`src/rtl/median_pkg.sv`:
```
// Shared definitions for the median filter scan sequencer: FSM encoding,
// window geometry and 3x3 tap offset helpers.
package median_pkg;

   typedef enum logic [2:0] {
      S_IDLE    = 3'd0,
      S_FETCH   = 3'd1,
      S_DRAIN   = 3'd2,
      S_COMPUTE = 3'd3,
      S_WRITE   = 3'd4,
      S_ADVANCE = 3'd5,
      S_DONE    = 3'd6
   } state_t;

   localparam int         WIN_SIZE   = 9;
   localparam logic [3:0] TAP_LAST   = 4'd8;
   localparam logic [3:0] TAP_CENTRE = 4'd4;

   // Tap k walks the window row-major; offsets are in {-1, 0, +1}.
   function automatic int tap_dr(input logic [3:0] k);
      return int'(k) / 3 - 1;
   endfunction

   function automatic int tap_dc(input logic [3:0] k);
      return int'(k) % 3 - 1;
   endfunction

endpackage

```
`src/rtl/median_addr_gen.sv`:
```
// Combinational neighbour address: clamps (row+dr, col+dc) to the image so
// edges replicate, then forms row*WIDTH+col.
module median_addr_gen
   import median_pkg::*;
#(
   parameter int WIDTH  = 512,
   parameter int HEIGHT = 512,
   parameter int AW     = 18
) (
   input  logic [9:0]    row,
   input  logic [9:0]    col,
   input  logic [3:0]    k,
   output logic [AW-1:0] addr
);

   int r_c;
   int c_c;

   always_comb begin
      r_c = int'(row) + tap_dr(k);
      c_c = int'(col) + tap_dc(k);
      if (r_c < 0)
         r_c = 0;
      else if (r_c > HEIGHT - 1)
         r_c = HEIGHT - 1;
      if (c_c < 0)
         c_c = 0;
      else if (c_c > WIDTH - 1)
         c_c = WIDTH - 1;
      addr = AW'(r_c * WIDTH + c_c);
   end

endmodule

```
`src/rtl/median_scan_ctrl.sv`:
```
// Raster-scan sequencer: fetches each 3x3 window, hands it to the median core
// and writes the result back. States:
//   IDLE    | waiting for start
//   FETCH   | one read per cycle, taps k=0..8
//   DRAIN   | last read data lands in D8
//   COMPUTE | median core busy, window frozen
//   WRITE   | one output memory write
//   ADVANCE | step to next centre pixel or finish
//   DONE    | frame complete, done held until next start
module median_scan_ctrl
   import median_pkg::*;
#(
   parameter int WIDTH  = 512,
   parameter int HEIGHT = 512,
   parameter int AW     = 18
) (
   input  logic          clk,
   input  logic          rst,
   input  logic          start,
   output logic          rd_en_o,
   output logic [AW-1:0] rd_addr_o,
   input  logic [7:0]    rd_data_i,
   output logic [7:0]    D0,
   output logic [7:0]    D1,
   output logic [7:0]    D2,
   output logic [7:0]    D3,
   output logic [7:0]    D4,
   output logic [7:0]    D5,
   output logic [7:0]    D6,
   output logic [7:0]    D7,
   output logic [7:0]    D8,
   output logic          med_start_o,
   input  logic          med_done_i,
   input  logic [7:0]    med_pix_i,
   output logic          wr_en_o,
   output logic [AW-1:0] wr_addr_o,
   output logic [7:0]    wr_data_o,
   output logic [2:0]    State,
   output logic [9:0]    Row_o,
   output logic [9:0]    Col_o,
   output logic          done
);

   localparam logic [9:0] COL_LAST = 10'(WIDTH - 1);
   localparam logic [9:0] ROW_LAST = 10'(HEIGHT - 1);

   state_t        state_q, state_d;
   logic [3:0]    k_q, k_d;
   logic [9:0]    row_q, row_d, col_q, col_d;
   logic [AW-1:0] rd_addr_d, out_addr;
   logic          pend_q;
   logic [3:0]    pend_k_q;
   logic [7:0]    win_q [WIN_SIZE];

   // Read address is formed from next-state coordinates so the strobe and
   // address can be registered together with the state transition.
   median_addr_gen #(.WIDTH(WIDTH), .HEIGHT(HEIGHT), .AW(AW)) u_rd_addr (
      .row  (row_d),
      .col  (col_d),
      .k    (k_d),
      .addr (rd_addr_d)
   );

   median_addr_gen #(.WIDTH(WIDTH), .HEIGHT(HEIGHT), .AW(AW)) u_wr_addr (
      .row  (row_q),
      .col  (col_q),
      .k    (TAP_CENTRE),
      .addr (out_addr)
   );

   always_comb begin
      state_d = state_q;
      k_d     = k_q;
      row_d   = row_q;
      col_d   = col_q;
      case (state_q)
         S_IDLE, S_DONE: begin
            if (start) begin
               state_d = S_FETCH;
               k_d     = '0;
               row_d   = '0;
               col_d   = '0;
            end
         end
         S_FETCH: begin
            if (k_q == TAP_LAST)
               state_d = S_DRAIN;
            else
               k_d = k_q + 4'd1;
         end
         S_DRAIN:   state_d = S_COMPUTE;
         // The start cycle is skipped so a stale result cannot be taken.
         S_COMPUTE: if (!med_start_o && med_done_i) state_d = S_WRITE;
         S_WRITE:   state_d = S_ADVANCE;
         S_ADVANCE: begin
            k_d     = '0;
            state_d = S_FETCH;
            if (col_q < COL_LAST) begin
               col_d = col_q + 10'd1;
            end else begin
               col_d = '0;
               if (row_q < ROW_LAST)
                  row_d = row_q + 10'd1;
               else
                  state_d = S_DONE;
            end
         end
         default:   state_d = S_IDLE;
      endcase
   end

   always_ff @(posedge clk) begin
      if (rst) begin
         state_q     <= S_IDLE;
         k_q         <= '0;
         row_q       <= '0;
         col_q       <= '0;
         rd_en_o     <= 1'b0;
         rd_addr_o   <= '0;
         pend_q      <= 1'b0;
         pend_k_q    <= '0;
         for (int i = 0; i < WIN_SIZE; i++) win_q[i] <= '0;
         med_start_o <= 1'b0;
         wr_en_o     <= 1'b0;
         wr_addr_o   <= '0;
         wr_data_o   <= '0;
         done        <= 1'b0;
      end else begin
         state_q     <= state_d;
         k_q         <= k_d;
         row_q       <= row_d;
         col_q       <= col_d;
         rd_en_o     <= (state_d == S_FETCH);
         if (state_d == S_FETCH)
            rd_addr_o <= rd_addr_d;
         pend_q      <= rd_en_o;
         pend_k_q    <= k_q;
         if (pend_q)
            win_q[pend_k_q] <= rd_data_i;
         med_start_o <= (state_q == S_DRAIN);
         wr_en_o     <= (state_d == S_WRITE);
         if (state_q == S_COMPUTE && state_d == S_WRITE) begin
            wr_data_o <= med_pix_i;
            wr_addr_o <= out_addr;
         end
         done        <= (state_d == S_DONE);
      end
   end

   assign State = state_q;
   assign Row_o = row_q;
   assign Col_o = col_q;
   assign D0    = win_q[0];
   assign D1    = win_q[1];
   assign D2    = win_q[2];
   assign D3    = win_q[3];
   assign D4    = win_q[4];
   assign D5    = win_q[5];
   assign D6    = win_q[6];
   assign D7    = win_q[7];
   assign D8    = win_q[8];

endmodule

```
`config.mk`:
```
export PLATFORM = sky130hd
export DESIGN_NAME = median_scan_ctrl
export DESIGN_NICKNAME = d
export VERILOG_FILES = /design/src/rtl/median_pkg.sv /design/src/rtl/median_addr_gen.sv /design/src/rtl/median_scan_ctrl.sv
export SDC_FILE = /design/constraint.sdc
export NUM_CORES = 1
export LEC_CHECK = 0
export BUFFER_PORTS_ARGS = -buffer_cell sky130_fd_sc_hd__buf_2
export CORE_AREA = 2 2 151 153
export CTS_BUF_LIST = sky130_fd_sc_hd__clkbuf_4 sky130_fd_sc_hd__clkbuf_8
export DETAILED_ROUTE_END_ITERATION = 8
export DIE_AREA = 0 0 153 155
export PLACE_DENSITY_LB_ADDON = 0.2
export SLEW_MARGIN = 5
export SYNTH_ARGS = -nofsm -noshare
export SYNTH_HDL_FRONTEND = slang
export SYNTH_SLANG_ARGS = --single-unit
```
`constraint.sdc`:
```
create_clock -name clk -period 9.5 [get_ports clk]
set_clock_uncertainty 0.2 [all_clocks]
set_input_delay 0.95 -clock clk [delete_from_list [all_inputs] [get_ports clk]]
set_output_delay 0.95 -clock clk [all_outputs]
set_load 0.005 [all_outputs]
```
==> flow_metrics.py, run 1 <==
metrics = {
    "sta": {
        "setup_tns_ps": 0,
        "finalSetupViolCount": 0,
        "tightest_slew_ps": 1140,
        "fin_crit_ps": 8100,
        "fmax_mhz": 123,
        "relSlewSlack": 0.225,
        "hold_viol_final": 0,
        "fin_crit_sh": 0.853,
        "hold_ws_ps": 255,
        "rsz0062_at_grt": "false",
        "slew_viol_final": 0,
    },
    "place": {
        "numPortBuffers": 162,
        "place_hpwl_um": 18900,
        "gp_congestion": 0.919,
    },
    "layout": {
        "final_common_cell": "buf_2",
        "post-route-util": 0.505,
        "most-common-layout-cells": "162 x buf_2, 106 x nor2_1, 87 x nand2_1",
        "finalNetCount": 1357,
        "area_growth_syn_to_layout_pct": 14.6,
        "num_antenna_cells": 0,
        "drive_above_1_share": 0.193,
    },
    "worst_setup_path": {
        "worstPathMaxFanout": 17,
        "critPathArrivalTime_ps": 8290,
        "critical_path_buf_inv_count": 2,
        "crit_top_cell": "ha_1",
        "cp_data_required_time_ps": 9690,
        "critPathMaxStageDelay_ps": 990,
        "worstSetupPathType": "reg2reg",
        "crit_slowest_cell": "o311ai_1",
        "cp-end-kind": "register",
        "critPathTopFamily": "compound AO/OA/AOI/OAI gates",
        "startpoint_type": "register",
    },
    "global_route": {
        "grt_overflow": 0,
        "grt_pass1_wl_um": 40700,
        "grt_usage": 0.210,
        "grt_max_degree": 82,
        "grt_pass1_vias": 7925,
        "antenna_found_initial": 0,
    },
    "synth": {
        "synth_seq_cells": 152,
        "yosysWarnings": 0,
        "synth_async_sr_flop_share": 0,
        "synth_top_flop_cell": "dfxtp_1",
        "syn_area_mm2": 0.00980,
        "seq_area_frac_synth": 0.384,
        "synth_edf_count": 72,
        "synth_top_area_share": 0.221,
        "synth.area.top_cells": "edfxtp_1 22%, dfxtp_1 16%, ha_1 9.2%, and2_1 5.0%, a21oi_1 4.3%",
        "synth_top_cell_by_area": "edfxtp_1",
        "synth_cell_types": 100,
        "syn_inst": 1115,
        "avgSynthCellArea_um2": 8.79,
    },
    "cts": {
        "clk_latency_ps": 440,
        "cts_root_buffer": "clkbuf_8",
        "numCtsBuffers": 17,
        "hold_buffers": 0,
        "clk_pin_slew_ps": 90,
        "cts_buffer_depth": 2,
        "cts_setup_buffers": 0,
        "cts.sinks": 152,
        "cts_resized": 0,
        "ctsHtreeMaxLevel": 4,
        "cts_tree": "done",
    },
    "floorplan": {
        "io-pin-count": 163,
        "core-area_mm2": 0.0222,
        "rows": 55,
        "start_util": 0.441,
        "die_width_um": 153,
        "dieArea_mm2": 0.0237,
        "die_h_um": 155,
    },
    "status": {
        "status": "completed",
    },
    "power_and_ir_drop": {
        "cellPowerDensity_mw_per_mm2": 142,
        "leakage_nw": 5.08,
        "ir_drop_uv": 83.9,
    },
    "detailed_routing": {
        "route.met3.wl_um": 1180,
        "first_pass_iters": 4,
        "viasPerCell": 5.43,
        "drtIter0Drc": 422,
        "num_vias": 8476,
        "routed_wl_um": 25100,
        "post-route-drc-count": 0,
        "wl_per_cell_um": 16.1,
        "topRoutingLayerUsed": "met4",
        "ant_nets": 0,
        "drt-met1-wl_um": 11700,
        "dr_wl_met2_um": 11700,
    },
    "min_path": {
        "hp-class": "reg2reg",
    },
    "run": {
        "cap_violations": 0,
    },
}
==> Yosys cell counts (all sizes together) (3+ instances only) <==
library cell and count:
nand2 89, a21oi 85, fa 3, a31oi 12
clkbuf 35, or3 8, nor2 107, o311ai 4
nand3 21, and2 80, buf 11, o31a 5
nor4 4, o31ai 6, a32oi 6, inv 85
a22oi 4, o311a 3, mux2i 4, dfxtp 80
o22ai 4, o21bai 5, edfxtp 72, xor2 11
or2 18, and3 13, nand2b 11, nor2b 22
nand4 8, o21ai 40, a41oi 3, a221oi 4
a211oi 10, o21a 17, a21o 12, a32o 8
xnor2 25, ha 72, nor3 51, a311oi 4
and3b 3, nor3b 7, o211ai 5
==> path summary, 6_finish.rpt <==
| kind | start | to | slack [ps] | cells after the start |
|---|---|---|---|---|
| max | State[0] | rd_addr_o[0] | 1400 | 26 |
| min reg2reg | wr_data_o[7] | wr_data_o[7] | 250 | 2 |
| max reg2reg | State[0] | rd_addr_o[0] | 1400 | 26 |
| min | wr_data_o[7] | wr_data_o[7] | 250 | 2 |
==> state kept, by name, indices dropped and copies added, names as in the netlist <==
| name | flops |
|---|---|
| done | 1 |
| wr_en_o | 1 |
| pend_q | 1 |
| rd_addr_o | 18 |
| win_q | 72 |
| wr_addr_o | 18 |
| Row_o | 10 |
| k_q | 4 |
| pend_k_q | 4 |
| wr_data_o | 8 |
| med_start_o | 1 |
| State | 3 |
| rd_en_o | 1 |
| Col_o | 10 |
==> cell type report <==
type / count / area [um2]
Sequential cell: 152 / 3760
Clock inverter: 15 / 161
Multi-Input combinational cell: 839 / 5540
Clock buffer: 17 / 234
Fill cell: 2169 / 11000
Timing Repair Buffer: 166 / 841
Tap cell: 285 / 357
Inverter: 86 / 333
==> metal layers <==
| layer | global-route usage | up-vias |
|---|---|---|
| met3 | 0.0365 | 38 |
| met1 | 0.279 | 3967 |
| met4 | 0.0683 | 0 |
| met2 | 0.350 | 222 |
| li1 | - | 4249 |
| met5 | 0 | - |
==> worst register-to-register path: stages (launching register included) <==
cell      delay [ps]
dfxtp_1          680
nand2b_2         240
nor3_2           280
a32oi_2          130
or3_4            430
inv_2            190
ha_1             250
ha_1             430
a211oi_2          90
xnor2_1          160
ha_1             240
a221o_2          380
nor2b_1          270
and2_1           270
mux2i_1          100
ha_1             280
inv_1             40
ha_1             220
fa_1             400
a21o_1           210
a221o_1          400
a211oi_2         340
o31ai_2          190
o311ai_1         990
nor3b_1          130
a311oi_1         320
a22o_1           160
==> stage by stage <==
step                      power, mW  instance area, um2  setup WS [ps]  instances
final                          1.59               11200           1400       1560
after global routing           1.67               11200            768       1560
after detailed placement       1.11               10800           1320       1528
after global placement         1.11               10800           1520       1528
after floorplan                1.01                9830           2040       1123
after CTS                      1.60               11200           1470       1560
==> power by group <==
group / internal, mW / total (mW) / switching [mW]
clock network: 0.238 / 0.494 / 0.256
registers: 0.712 / 0.726 / 0.0140
logic: 0.154 / 0.371 / 0.218
==> kinds of logic (layout without fill, tap and decap cells) <==
logic type               Yosys count  count (layout)  synth area share
AO/OA/AOI/OAI                    259             259             0.183
XOR/XNOR                          36              36            0.0349
adder cells (fa/ha/maj)           75              75            0.0981
buffers and inverters            132             284            0.0539
flip-flops                       152             152             0.384
multiplexers                       4               4           0.00409
other                              2              10          0.000766
AND/OR/NAND/NOR                  455             455             0.241
(Power assumes the default switching activity.)
==> run 2: changes to the inputs <==
- clock period: 9.5 -> 8.3 ns (I/O delays scaled with it)
==> run 2 against run 1 <==
Against the previous run:
- cell count increased by 0.26%
- fmax increased by 5.5%
- sequential share of layout area decreased by 0.052 points
- critical endpoint is now rd_addr_o[5]
==> flow_metrics.py, run 2 (same netlist as run 1, synthesis figures left out) <==
metrics = {
    "detailed_routing": {
        "first_pass_iters": 5,
        "post-route-drc-count": 0,
        "drtIter0Drc": 458,
        "ant_nets": 0,
        "num_vias": 8532,
        "topRoutingLayerUsed": "met4",
        "routed_wl_um": 25000,
        "drt-met1-wl_um": 11700,
        "dr_wl_met2_um": 11600,
        "wl_per_cell_um": 16.0,
        "viasPerCell": 5.46,
        "route.met3.wl_um": 1240,
    },
    "power_and_ir_drop": {
        "internal_power_mw": 1.22,
        "p_sw_mw": 0.576,
        "cellPowerDensity_mw_per_mm2": 160,
        "clockPowerShare": 0.297,
        "ir_drop_uv": 80.7,
        "comb_power_share": 0.242,
        "seqPwrFrac": 0.462,
        "leakage_nw": 5.09,
        "swShare": 0.321,
    },
    "global_route": {
        "grt_max_degree": 81,
        "grt_overflow": 0,
        "antenna_found_initial": 0,
        "grt_pass1_wl_um": 39900,
        "grt_pass1_vias": 7644,
        "grt_usage": 0.207,
    },
    "layout": {
        "reg_top3": "win_q (72), rd_addr_o (18), wr_addr_o (18)",
        "largest_reg_flops": 72,
        "final_common_cell": "buf_2",
        "area_growth_syn_to_layout_pct": 14.7,
        "fill_cells": 2145,
        "finalNetCount": 1361,
        "most-common-layout-cells": "162 x buf_2, 106 x nor2_1, 87 x nand2_1",
        "drive_above_1_share": 0.197,
        "num_antenna_cells": 0,
        "largest_register": "win_q",
        "post-route-util": 0.506,
    },
    "floorplan": {
        "die_width_um": 153,
        "io-pin-count": 163,
        "core-area_mm2": 0.0222,
        "die_h_um": 155,
        "rows": 55,
        "start_util": 0.441,
        "dieArea_mm2": 0.0237,
    },
    "sta": {
        "slew_viol_final": 0,
        "relSlewSlack": 0.415,
        "fin_crit_sh": 0.926,
        "fin_crit_ps": 7680,
        "setup_tns_ps": 0,
        "fmax_mhz": 130,
        "rsz0062_at_grt": "false",
        "hold_viol_final": 0,
        "tightest_slew_ps": 877,
        "finalSetupViolCount": 0,
    },
    "worst_setup_path": {
        "worstSetupPathType": "reg2reg",
        "cp-end-kind": "register",
        "reg2reg_slack_ps": 620,
        "timing.rr.end": "rd_addr_o[5]",
        "startpoint_type": "register",
        "critPathMaxStageDelay_ps": 460,
        "ff2ff_path_depth": 29,
        "r2r_start": "k_q[0]",
        "crit_slowest_cell": "a211oi_4",
        "cp_data_required_time_ps": 8440,
        "worstPathMaxFanout": 11,
        "crit_top_cell": "ha_1",
        "critPathArrivalTime_ps": 7820,
        "critical_path_buf_inv_count": 3,
        "critPathTopFamily": "compound AO/OA/AOI/OAI gates",
    },
    "place": {
        "place_hpwl_um": 18900,
        "numPortBuffers": 162,
        "gp_congestion": 0.915,
    },
    "status": {
        "status": "completed",
    },
    "cts": {
        "clk_latency_ps": 450,
        "cts_root_buffer": "clkbuf_8",
        "hold_buffers": 0,
        "clk_pin_slew_ps": 80,
        "cts_setup_buffers": 0,
        "cts_buffer_depth": 2,
        "ctsHtreeMaxLevel": 4,
        "cts_tree": "done",
        "cts.sinks": 152,
        "cts_resized": 0,
        "numCtsBuffers": 17,
    },
    "min_path": {
        "hp-class": "reg2reg",
        "min_delay_path_depth": 2,
        "holdCritStartpoint": "wr_data_o[6]",
        "hold_end": "wr_data_o[6]",
    },
    "run": {
        "cap_violations": 0,
    },
}
-- run 2: worst max path at each step --
stage	start	end	slack [ps]	depth (start not counted)
floorplan	start	rd_addr_o[1]	960	30
global placement	start	rd_addr_o[2]	650	29
global route	k_q[0]	rd_addr_o[5]	70	29
detailed placement	start	rd_addr_o[5]	510	28
CTS	k_q[0]	rd_addr_o[5]	540	29
finish	k_q[0]	rd_addr_o[5]	620	29
-- run 2: layout make-up --
type	instances	area [um2]	area share
clock buffers	18	241	0.0215
well taps	285	357	0.0317
multi-input cells	839	5540	0.493
inverters	86	333	0.0296
flip-flops and latches	152	3760	0.335
repair buffers	170	871	0.0775
clock inverters	14	134	0.0119
-- run 2: worst min-delay path, delay by kind of cell (launching register included) --
| family | cells | cell delay, ps |
|---|---|---|
| compound gates | 1 | 50 |
| flops | 1 | 310 |
| simple gates | 1 | 50 |
-- run 2: power by group through the flow --
stage | registers, mW | clock network (mW) | logic [mW]
2_1_floorplan | 0.849 | 0 | 0.301
3_3_place_gp | 0.846 | 0 | 0.423
3_5_place_dp | 0.847 | 0 | 0.426
4_1_cts | 0.830 | 0.543 | 0.429
5_1_grt | 0.834 | 0.577 | 0.481
6_report | 0.829 | 0.533 | 0.435
-- run 2: per-stage QoR --
stage / setup slack (ps) / area (um2) / total power, mW / cells / hold slack (ps)
after global placement: 655 / 10900 / 1.27 / 1532 / 238
final: 618 / 11200 / 1.80 / 1564 / 254
after detailed placement: 510 / 10900 / 1.27 / 1532 / 244
after floorplan: 958 / 9830 / 1.15 / 1123 / 248
after global routing: 66.6 / 11200 / 1.89 / 1564 / 278
after CTS: 542 / 11200 / 1.80 / 1564 / 256
-- run 2: routing by layer --
metal  vias up  track usage
met5         -            0
met4         0       0.0648
met3        33       0.0370
met2       248        0.334
met1      3985        0.283
li1       4266            -
